## config.mk

```make
export PLATFORM = sky130hd
export DESIGN_NAME = input_port_unit
export DESIGN_NICKNAME = d
export VERILOG_FILES = /design/src/rtl/noc_pkg.sv /design/src/rtl/input_port_unit_xy_route.sv /design/src/rtl/input_port_unit.sv
export SDC_FILE = /design/constraint.sdc
export NUM_CORES = 1
export LEC_CHECK = 0
export ABC_AREA = 1
export CORE_ASPECT_RATIO = 0.7
export CORE_MARGIN = 2
export CORE_UTILIZATION = 49
export DETAILED_ROUTE_END_ITERATION = 12
export GPL_TIMING_DRIVEN = 0
export PLACE_DENSITY = 0.81
export SLEW_MARGIN = 20
export SYNTH_ARGS = -nofsm -noshare
export SYNTH_HDL_FRONTEND = slang
export SYNTH_HIERARCHICAL = 1
export SYNTH_SLANG_ARGS = --single-unit
export TNS_END_PERCENT = 10
```

## constraint.sdc

```tcl
create_clock -name clk -period 2.7 [get_ports clk]
set_clock_uncertainty 0.2 [all_clocks]
set_input_delay 0.54 -clock clk [delete_from_list [all_inputs] [get_ports clk]]
set_output_delay 0.54 -clock clk [all_outputs]
set_load 0.005 [all_outputs]
```

## src/rtl/noc_pkg.sv

```systemverilog
// noc_pkg: shared NoC packet type, widths and output-port indices
package noc_pkg;
    localparam int DATA_W = 32;
    localparam int X_W    = 2;
    localparam int Y_W    = 2;
    localparam int M      = 5;
    typedef struct packed {
        logic [X_W-1:0]    dest_x;
        logic [Y_W-1:0]    dest_y;
        logic [DATA_W-1:0] data;
    } packet_t;
    typedef enum logic [2:0] {
        NORTH = 3'd0,
        EAST  = 3'd1,
        SOUTH = 3'd2,
        WEST  = 3'd3,
        LOCAL = 3'd4
    } port_t;
endpackage

```

## src/rtl/input_port_unit_xy_route.sv

```systemverilog
// xy_route: dimension-ordered XY routing to a one-hot output-port request
module xy_route
    import noc_pkg::*;
#(
    parameter int X_LOC = 0,
    parameter int Y_LOC = 0
) (
    input  logic [X_W-1:0] dest_x,
    input  logic [Y_W-1:0] dest_y,
    output logic [M-1:0]   req
);
    localparam logic [X_W-1:0] XL = X_W'(X_LOC);
    localparam logic [Y_W-1:0] YL = Y_W'(Y_LOC);
    port_t p;
    // resolve X first, then Y, falling through to the local core
    always_comb begin
        p = dest_x > XL ? EAST : dest_x < XL ? WEST : dest_y > YL ? SOUTH : dest_y < YL ? NORTH : LOCAL;
        req = M'(1) << p;
    end
endmodule

```

## src/rtl/input_port_unit.sv

```systemverilog
// input_port_unit: router input FIFO with credit-style enable and XY route request
module input_port_unit
    import noc_pkg::*;
#(
    parameter int DEPTH = 4,
    parameter int X_LOC = 0,
    parameter int Y_LOC = 0
) (
    input  logic         clk,
    input  logic         reset_n,
    input  logic         ce,
    input  packet_t      i_data,
    input  logic         i_data_val,
    output logic         o_en,
    output packet_t      o_data,
    output logic         o_data_val,
    output logic [M-1:0] o_output_req,
    input  logic         i_input_grant,
    output logic         o_overflow
);
    localparam int AW = $clog2(DEPTH);
    logic [AW-1:0] rd_ptr, wr_ptr;
    logic [AW:0]   count;
    packet_t       mem [DEPTH];
    logic          full, empty, push, pop;
    logic [M-1:0]  req;

    assign full         = count == (AW+1)'(DEPTH);
    assign empty        = count == '0;
    assign push         = ce && i_data_val && !full;
    assign pop          = ce && i_input_grant && !empty;
    assign o_en         = !full;
    assign o_data       = mem[rd_ptr];
    assign o_data_val   = !empty;
    assign o_output_req = o_data_val ? req : '0;

    xy_route #(.X_LOC(X_LOC), .Y_LOC(Y_LOC)) u_route (
        .dest_x (o_data.dest_x),
        .dest_y (o_data.dest_y),
        .req    (req)
    );

    // pointers, occupancy and sticky overflow; full is judged before any same-cycle pop
    always_ff @(posedge clk or negedge reset_n) begin
        if (!reset_n) begin
            rd_ptr     <= '0;
            wr_ptr     <= '0;
            count      <= '0;
            o_overflow <= 1'b0;
        end else begin
            if (push) wr_ptr <= wr_ptr + 1'b1;
            if (pop) rd_ptr <= rd_ptr + 1'b1;
            count <= count + {{AW{1'b0}}, push} - {{AW{1'b0}}, pop};
            if (ce && i_data_val && full) o_overflow <= 1'b1;
        end
    end

    // packet storage is left unreset; only occupancy decides what is valid
    always_ff @(posedge clk) begin
        if (push) mem[wr_ptr] <= i_data;
    end
endmodule
```

==> metrics.yaml, run 1 <==
clock_network:
  ctsHoldBuffers: 0
  clock-sinks: 152
  root_buffer: "clkbuf_16"
  cts_tree: "built"
  h-tree-depth: 4
  insertion_delay_ns: 0.42
  path_clk_slew_ns: 0.06
  cts_buffers: 17
  clk_path_buf_depth: 2
route:
  ant_nets: 0
  drtPass1Iterations: 6
  wl_met2_um: 6800
  drtIter0Drc: 383
  top_layer: "met4"
  routed_via_density: 5.13
  drcViolationCount: 0
  wl_per_cell_um: 16.7
  route.met3.wl_um: 953
  drt_wl_total_um: 13700
  via_count: 4222
  m1WireLength_um: 5780
synth:
  ys_ff_latch: 152
  syn_inst: 540
  async_flop_share: 0.0526
  synthXorXnorAreaFrac: 0
  synth_simple_gate_area_frac: 0.136
  synth_area_leader_cell: "edfxtp_1"
  syn_area_per_cell_sq_um: 11.5
  synth_commonest_cells: "edfxtp_1, nand2_1, nor2_1"
  synth-warning-count: 6
  synthAdderAreaFrac: 0.0153
  synth-main-ff-cell: "edfxtp_1"
  synth_edf_count: 144
  synth_top_family_by_area: "simple AND/OR/NAND/NOR gates"
  synthDistinctLibCells: 22
  ys_top_cells_by_area: "edfxtp_1, nand2_1, nor2_1"
  synth_top_area_frac: 0.696
  synth.most_common_cell: "edfxtp_1"
  syn-cell-area_sq_um: 6210
  synth_compound_gate_area_share: 0.0593
  yosysSeqAreaShare: 0.729
  synth_mux_area_frac: 0
timing:
  fin_ws_ns: -0.0811
  post-route-period-util: 1.03
  rsz0062_at_grt: "true"
  hold_viol_final: 0
  setup_violations: 12
  max_freq_mhz: 360
  slew_viol_final: 0
  final.setup.tns_ns: -0.497
  period_needed_ns: 2.78
  tightest_slew_ns: 0.811
  slew-limit-headroom: 0.458
floorplanning:
  dieHeight_um: 98.2
  rows: 34
  core_sq_um: 12400
  ios: 85
  die_x_um: 139
  start_util: 0.502
  dieArea_sq_um: 13600
cells_and_area:
  antennaDiodeCount: 0
  utilization: 0.659
  n_fill_cell: 873
  stdcell_count: 823
  multi_input_area_sq_um: 1360
  drive_gt1_frac: 0.115
  ff_latch_area_sq_um: 4530
  syn_to_final_growth_pct: 31.3
  nNetsFinal: 699
  final_area_sq_um: 8150
global_routing:
  grt_use_total: 0.211
  antenna_found_initial: 0
  grt_max_degree: 23
  grt-ovfl-total: 0
  grt_pass1_wl_um: 21500
  grt_pass1_vias: 4223
critical_path:
  crit_type: "flop to output port"
  regToRegStartpoint: "count[1]$_DFF_PN0_"
  end_kind: "output port"
  startpoint_type: "flop"
  crit_required_ns: 1.96
  startpoint: "rd_ptr[0]$_DFFE_PN0P_"
  path_max_fanout: 10
  cp-endpoint: "o_data[12]"
  ff2ff_setup_slack_ns: 0.31
  r2r_end: "mem[2][33]$_DFFE_PP_"
  arrival_ns: 2.04
  r2r_cells: 5
flow_run:
  drv_cap: 0
run_status:
  violations: "negative setup slack"
  outcome: "finished with violations"
hold_path:
  hp-class: "input pin to async pin"
placement:
  dp_hpwl_um: 8730
  gp_congestion: 0.764
  io_buffers: 82
  dpl-instance-area_sq_um: 7400
  dpl.cell_count: 790
pwr:
  ir_drop_v: 0.000559
  leakage_nw: 3.31
  power_density_nw_per_um2: 1060
## report_power, final
part | internal (mW) | switching, mW | total, mW | leakage (nW)
Combinational | 1.51 | 1.76 | 3.27 | 1.63
Clock | 1.52 | 0.863 | 2.38 | 0.286
Sequential | 2.88 | 0.0988 | 2.98 | 1.40
Total | 5.91 | 2.72 | 8.63 | 3.31
## placed cells by master, fill, tap and decap left out, types with 2 or more instances in the layout
master and instances:
nand2_2 3, clkbuf_8 3, buf_6 9, bufinv_16 4
clkinv_2 3, nand3_1 4, buf_8 4, conb_1 2
dfrtp_1 7, nor2_2 2, o21ai_0 42, clkbuf_16 17
buf_4 9, o21ai_1 28, clkdlybuf4s50_1 64, clkbuf_4 2
clkbuf_1 2, nor2_4 4, edfxtp_1 144, inv_2 2
nand2_1 127, nor2_1 80, o21ai_2 2, dlygate4sd2_1 9
dlymetal6s2s_1 7, buf_2 3, inv_1 59, ha_1 6
buf_16 5
## per-layer routing
metal  up-vias  track usage
met5         -            0
met4         0       0.0816
met3        22       0.0515
met2       163        0.347
met1      2038        0.274
li1       1999            -
## state kept, by name, summed over array words and instances, names as in the netlist
register and cells:
rd_ptr 2, o_overflow 1, wr_ptr 2, mem 144
count 3
## worst min path at each step
stage / slack, ns / startpoint / depth (start not counted) / to
2_1_floorplan: 0.04 / reset_n / 0 / count[0]$_DFF_PN0_
3_3_place_gp: 0.26 / o_overflow$_DFFE_PN0P_ / 1 / o_overflow$_DFFE_PN0P_
3_5_place_dp: 0.28 / o_overflow$_DFFE_PN0P_ / 1 / o_overflow$_DFFE_PN0P_
4_1_cts: 0.20 / reset_n / 1 / count[0]$_DFF_PN0_
5_1_grt: 0.23 / reset_n / 1 / count[0]$_DFF_PN0_
6_report: 0.20 / reset_n / 1 / count[0]$_DFF_PN0_
## repair_timing
item,in CTS,in global routing
endpoints found under the hold margin,0,0
gates cloned,1,0
endpoints found under the setup margin,39,32
setup buffers,3,0
pin swaps,2,0
resized for setup,68,20
## worst max-delay path: stages, from the launching register on
cell and delay, ns:
dfrtp_2 0.41, buf_6 0.15, buf_4 0.20, nand2_1 0.08, o21ai_1 0.10, nand2_1 0.09, nand2_1 0.09, clkdlybuf4s50_1 0.50
## stage by stage
stage | power, mW | worst slack, ns | hold WS [ns]
global route | 9.10 | -0.143 | 0.227
floorplan | 4.53 | -0.279 | 0.0444
CTS | 8.66 | -0.126 | 0.199
global placement | 5.93 | -1.96 | 0.264
detailed placement | 6.09 | -0.246 | 0.281
finish | 8.63 | -0.0811 | 0.202
## layout make-up
type	instances	area share
Sequential cell	152	0.555
Clock inverter	10	0.0190
Clock buffer	19	0.0531
Timing Repair Buffer	91	0.122
Tap cell	162	0.0249
Multi-Input combinational cell	303	0.167
Inverter	61	0.0281
Buffer	25	0.0316
## cells by family after synthesis
group                      count (synthesis)
AOI/OAI and AO/OA                         73
DFF                                      152
buffers and inverters                     86
adders and majority gates                  7
and+or+nand+nor                          221
other                                      1
(Power assumes the default switching activity.)
==> inputs of run 2 (changes only) <==
- clock period: 2.7 -> 2.55 ns (I/O delays scaled with it)
==> run 2 against run 1 <==
Net effect:
- the run still ends with negative setup slack left
- hold slack worse by 0.041 ns
- total power is 6.3% higher
- sequential share of layout area is 0.26 points lower
- sequential power up 6%
- combinational power increased by 6.4%
- die area is the same
- sequential cell count stayed put
- via count up 0.50%
- highest routed layer unchanged
- clock-buffer cell count stayed put
- final cell count is 0.36% higher
==> metrics.yaml, run 2 (same netlist as run 1, synthesis figures left out) <==
timing:
  rsz0062_at_grt: "true"
  max_freq_mhz: 363
  setup_violations: 12
  fin_ws_ns: -0.206
  tightest_slew_ns: 0.799
  post-route-period-util: 1.08
  slew-limit-headroom: 0.466
  hold_viol_final: 0
  slew_viol_final: 0
  period_needed_ns: 2.76
floorplanning:
  ios: 85
  dieArea_sq_um: 13600
  core_sq_um: 12400
  die_x_um: 139
  dieHeight_um: 98.2
  start_util: 0.502
  rows: 34
cells_and_area:
  final_area_sq_um: 8190
  nNetsFinal: 702
  drive_gt1_frac: 0.163
  final_cell_mix: "edfxtp_1, nand2_1, nor2_1"
  top_register: "mem"
  syn_to_final_growth_pct: 32.0
  reg_top3: "mem (144), count (3)"
  largest_reg_flops: 144
  antennaDiodeCount: 0
  final_common_cell: "edfxtp_1"
placement:
  io_buffers: 82
  dp_slack_ns: -0.366
  dp_hpwl_um: 8730
  gp_congestion: 0.764
  dpl-instance-area_sq_um: 7400
clock_network:
  clock-sinks: 152
  path_clk_slew_ns: 0.06
  cts_tree: "built"
  clk_path_buf_depth: 2
  ctsHoldBuffers: 0
  h-tree-depth: 4
  root_buffer: "clkbuf_16"
  insertion_delay_ns: 0.42
  cts_buffers: 17
route:
  route.met3.wl_um: 1100
  wl_met2_um: 6840
  drtPass1Iterations: 5
  m1WireLength_um: 5700
  top_layer: "met4"
  wl_per_cell_um: 16.8
  drt_wl_total_um: 13900
  drcViolationCount: 0
  drtIter0Drc: 477
  ant_nets: 0
  via_count: 4243
  routed_via_density: 5.14
global_routing:
  grt_pass1_vias: 4230
  antenna_found_initial: 0
  grt_pass1_wl_um: 21500
  grt_use_total: 0.211
  grt_max_degree: 23
  grt-ovfl-total: 0
pwr:
  leakage_nw: 3.35
  ir_drop_v: 0.000643
  power_density_nw_per_um2: 1120
  fin_total_pwr_mw: 9.18
critical_path:
  arrival_ns: 2.05
  crit_type: "flop to output port"
  startpoint: "rd_ptr[0]$_DFFE_PN0P_"
  crit_required_ns: 1.84
  path_max_fanout: 10
  regToRegStartpoint: "count[1]$_DFF_PN0_"
  startpoint_type: "flop"
  end_kind: "output port"
run_status:
  violations: "negative setup slack"
  outcome: "finished with violations"
hold_path:
  hp-class: "input pin to async pin"
flow_run:
  drv_cap: 0
run 2: changes by cell type in the layout (fill, tap and decap cells not counted), moves of 3 or more:
cell             change
o21ai_2              +6
buf_2                +3
nor2_2               +6
clkdlybuf4s15_1      +4
o21ai_1              +4
nor2_1               -8
clkdlybuf4s50_1     -14
buf_6                +5
o21ai_0             -10
clkbuf_2            +10
run 2: worst paths after layout:
check / end / slack, ns / cells after the start
worst max-delay path: o_data[1] / -0.21 / 6
worst min-delay path: count[0]$_DFF_PN0_ / 0.16 / 1
worst max register to register: mem[2][1]$_DFFE_PP_ / 0.32 / 5
worst min register to register: o_overflow$_DFFE_PN0P_ / 0.30 / 1
max in group asynchronous: rd_ptr[0]$_DFFE_PN0P_ / 1.70 / 1
min in group clk: o_overflow$_DFFE_PN0P_ / 0.30 / 1
run 2: area by class of cell:
class | count | area [sq um]
Inverter | 61 | 231
Sequential cell | 152 | 4530
Clock buffer | 19 | 433
Clock inverter | 10 | 155
Buffer | 25 | 256
Tap cell | 162 | 203
Fill cell | 870 | 4190
Multi-Input combinational cell | 303 | 1420
Timing Repair Buffer | 94 | 972
run 2: timing repair:
item	in CTS	in global routing
gates cloned	1	0
gates resized for setup	86	80
pin swaps	4	17
buffers inserted	2	4
setup endpoints to repair	39	86
run 2: power by group:
| part | internal, mW | total, mW | switching, mW |
|---|---|---|---|
| logic | 1.54 | 3.48 | 1.94 |
| clock network | 1.61 | 2.53 | 0.922 |
| registers | 3.05 | 3.16 | 0.110 |
run 2: routing by layer:
metal | global-route usage | up-vias
met5 | 0 | -
met4 | 0.0816 | 0
met3 | 0.0515 | 24
met2 | 0.348 | 185
met1 | 0.274 | 2028
li1 | - | 2006
run 2: through the flow:
stage	TNS (ns)	hold WS, ns	instances	utilization
final	-1.17	0.162	826	0.662
after global routing	-2.18	0.196	826	0.662
after CTS	-3.06	0.169	822	0.652
after detailed placement	-30.92	0.281	790	0.598
after global placement	-294.83	0.264	785	0.584
after floorplan	-57.53	0.0144	541	-
run 2: worst max-delay path, cell delays in order, from the launching register on:
cell	delay [ns]
dfrtp_2	0.44
buf_6	0.15
buf_6	0.15
o21ai_0	0.18
nand2_1	0.08
nand2_1	0.11
clkdlybuf4s50_1	0.51
==> inputs of run 3 (changes only) <==
- PLACE_DENSITY: 0.81 -> 0.82
- SYNTH_HIERARCHICAL: 1 -> not set
==> run 3 against run 2 <==
Net effect:
- the run still ends with negative setup slack left
- clock power down 11%
- global-route usage grew 1.2 points
- synthesized cell count is 23% lower
- cell area down 6.6%
- setup slack better by 0.18 ns
- clock-buffer cell count decreased by 1
- hold slack got worse by 0.0026 ns
- maximum frequency rose by 7.1%
- die area fell by 4.6%
- sequential cell count stayed put
- critical path depth up 1
- largest power group unchanged
==> metrics.yaml, run 3 <==
critical_path:
  path_cells: "buf_6 -> inv_6 -> buf_12 -> buf_8 -> nor2_1 -> o22ai_2 -> dlygate4sd2_1"
  startpoint_type: "flop"
  slowest_delay_ns: 0.39
  crit_type: "flop to output port"
  path_max_fanout: 10
  end_kind: "output port"
  crit_required_ns: 1.84
  arrival_ns: 1.86
  cp_slowest_cell: "dfrtp_1"
timing:
  final.setup.tns_ns: -0.0292
  slew_viol_final: 0
  post-route-period-util: 1.01
  max_freq_mhz: 388
  tightest_slew_ns: 0.690
  setup_violations: 2
  slew-limit-headroom: 0.539
  period_needed_ns: 2.57
  rsz0062_at_grt: "true"
  hold_viol_final: 0
  fin_ws_ns: -0.0241
placement:
  dpl.cell_count: 660
  dp_hpwl_um: 8060
  io_buffers: 82
  gp_congestion: 0.714
synth:
  syn_area_per_cell_sq_um: 14.2
  syn-cell-area_sq_um: 5920
  synth_commonest_cells: "edfxtp_1, nor2_1, o21ai_0"
  synth_area_leader_cell: "edfxtp_1"
  synth.most_common_cell: "edfxtp_1"
  synth-main-ff-cell: "edfxtp_1"
  synth-warning-count: 0
  ys_top_cells_by_area: "edfxtp_1, o21ai_0, nor2_1"
  syn_inst: 416
  yosysSeqAreaShare: 0.765
  async_flop_share: 0.0526
  synth_edf_count: 144
  synthDistinctLibCells: 26
  synth_top_area_frac: 0.731
  ys_ff_latch: 152
cells_and_area:
  reg_top3: "mem (144), count (3)"
  drive_gt1_frac: 0.218
  final_common_cell: "edfxtp_1"
  final_cell_mix: "edfxtp_1, nor2_1, o21ai_0"
  syn_to_final_growth_pct: 29.3
  n_fill_cell: 821
  nNetsFinal: 576
  largest_reg_flops: 144
  top_register: "mem"
  stdcell_count: 699
global_routing:
  grt_use_total: 0.223
  grt_max_degree: 23
  grt_pass1_vias: 3858
  grt-ovfl-total: 0
  antenna_found_initial: 1
  grt_pass1_wl_um: 20700
route:
  wl_per_cell_um: 19.4
  routed_via_density: 5.41
  drtPass1Iterations: 5
  drcViolationCount: 0
  drtIter0Drc: 374
  ant_nets: 0
  via_count: 3784
  drt_wl_total_um: 13600
run_status:
  outcome: "finished with violations"
  violations: "negative setup slack"
floorplanning:
  dieHeight_um: 95.9
  start_util: 0.504
  rows: 33
  ios: 85
  dieArea_sq_um: 13000
  core_sq_um: 11700
  die_x_um: 135
hold_path:
  hp-class: "input pin to async pin"
clock_network:
  path_clk_slew_ns: 0.06
  root_buffer: "clkbuf_16"
  h-tree-depth: 4
  insertion_delay_ns: 0.43
  ctsHoldBuffers: 0
  clock-sinks: 152
  clk_path_buf_depth: 2
  cts_buffers: 17
  cts_tree: "built"
pwr:
  leakage_nw: 2.74
  p_sw_mw: 2.97
  p_sw_frac: 0.342
  pwr-share-seq: 0.364
  power_density_nw_per_um2: 1140
  comb_power_share: 0.377
  p_int_mw: 5.72
  power.share.clock: 0.259
  fin_total_pwr_mw: 8.68
  ir_drop_v: 0.000604
flow_run:
  drv_cap: 0
run 3: stage by stage:
step	utilization	hold slack [ns]	worst slack, ns	cell area [sq um]
finish	0.652	0.159	-0.0241	7650
global placement	0.592	0.262	-1.92	6940
CTS	0.651	0.165	-0.0899	7630
detailed placement	0.602	0.268	-0.255	7060
global route	0.652	0.195	-0.0791	7650
floorplan	-	0.0144	-0.354	5920
run 3: layer usage:
metal,GRT usage,up-vias,wire (um)
met3,0.0521,19,942
met4,0.0868,0,226
met1,0.276,1859,5660
li1,-,1747,-
met2,0.387,159,6770
met5,0,-,0
run 3: cell families (layout without fill, tap and decap cells):
group	after synthesis	in the layout	synth area share
buffers and inverters	43	167	0.0440
AND/OR/NAND/NOR	109	109	0.0764
XOR/XNOR	4	4	0.00592
flip-flops	152	152	0.765
other	1	3	0.000634
AO/OA/AOI/OAI	100	100	0.0922
adder cells (fa/ha/maj)	7	7	0.0161
run 3: final cells by class:
type	count	area, sq um	area share
sequential	152	4520	0.592
multi-input combinational	222	1230	0.161
timing repair buffer	92	827	0.108
clock buffer	18	429	0.0561
buffer	25	260	0.0340
tap	157	196	0.0257
clock inverter	14	104	0.0136
inverter	18	73.8	0.00965
antenna	1	2.50	0.000327
run 3: timing repair:
action                     4_1_cts  5_1_grt
buffers inserted                 6        0
pin swaps                       16        9
setup endpoints to repair       39       33
resized for setup              125       42
run 3: power by group through the flow:
| stage | sequential, mW | clock [mW] | combinational, mW |
|---|---|---|---|
| floorplan | 3.19 | 0 | 1.61 |
| global placement | 3.21 | 0 | 3.08 |
| detailed placement | 3.21 | 0 | 3.26 |
| CTS | 3.16 | 2.26 | 3.18 |
| global route | 3.18 | 2.38 | 3.58 |
| finish | 3.16 | 2.25 | 3.27 |
run 3: worst max-delay path, delay by kind of cell (launching register included):
kind            cells  cell delay [ns]
compound gates      1             0.12
buf+inv             5             0.76
flops               1             0.39
simple gates        1             0.16
run 3: final timing paths:
path                                             start                      to  slack (ns)  cells past startpoint
worst min-delay path                           reset_n      count[1]$_DFF_PN0_        0.16                      1
max in group asynchronous                      reset_n      count[0]$_DFF_PN0_        1.72                      1
worst min register to register  o_overflow$_DFFE_PN0P_  o_overflow$_DFFE_PN0P_        0.28                      1
worst max-delay path             rd_ptr[0]$_DFFE_PN0P_               o_data[3]       -0.02                      7
worst max register to register      count[1]$_DFF_PN0_      count[2]$_DFF_PN0_        0.22                      9
min in group clk                o_overflow$_DFFE_PN0P_  o_overflow$_DFFE_PN0P_        0.28                      1
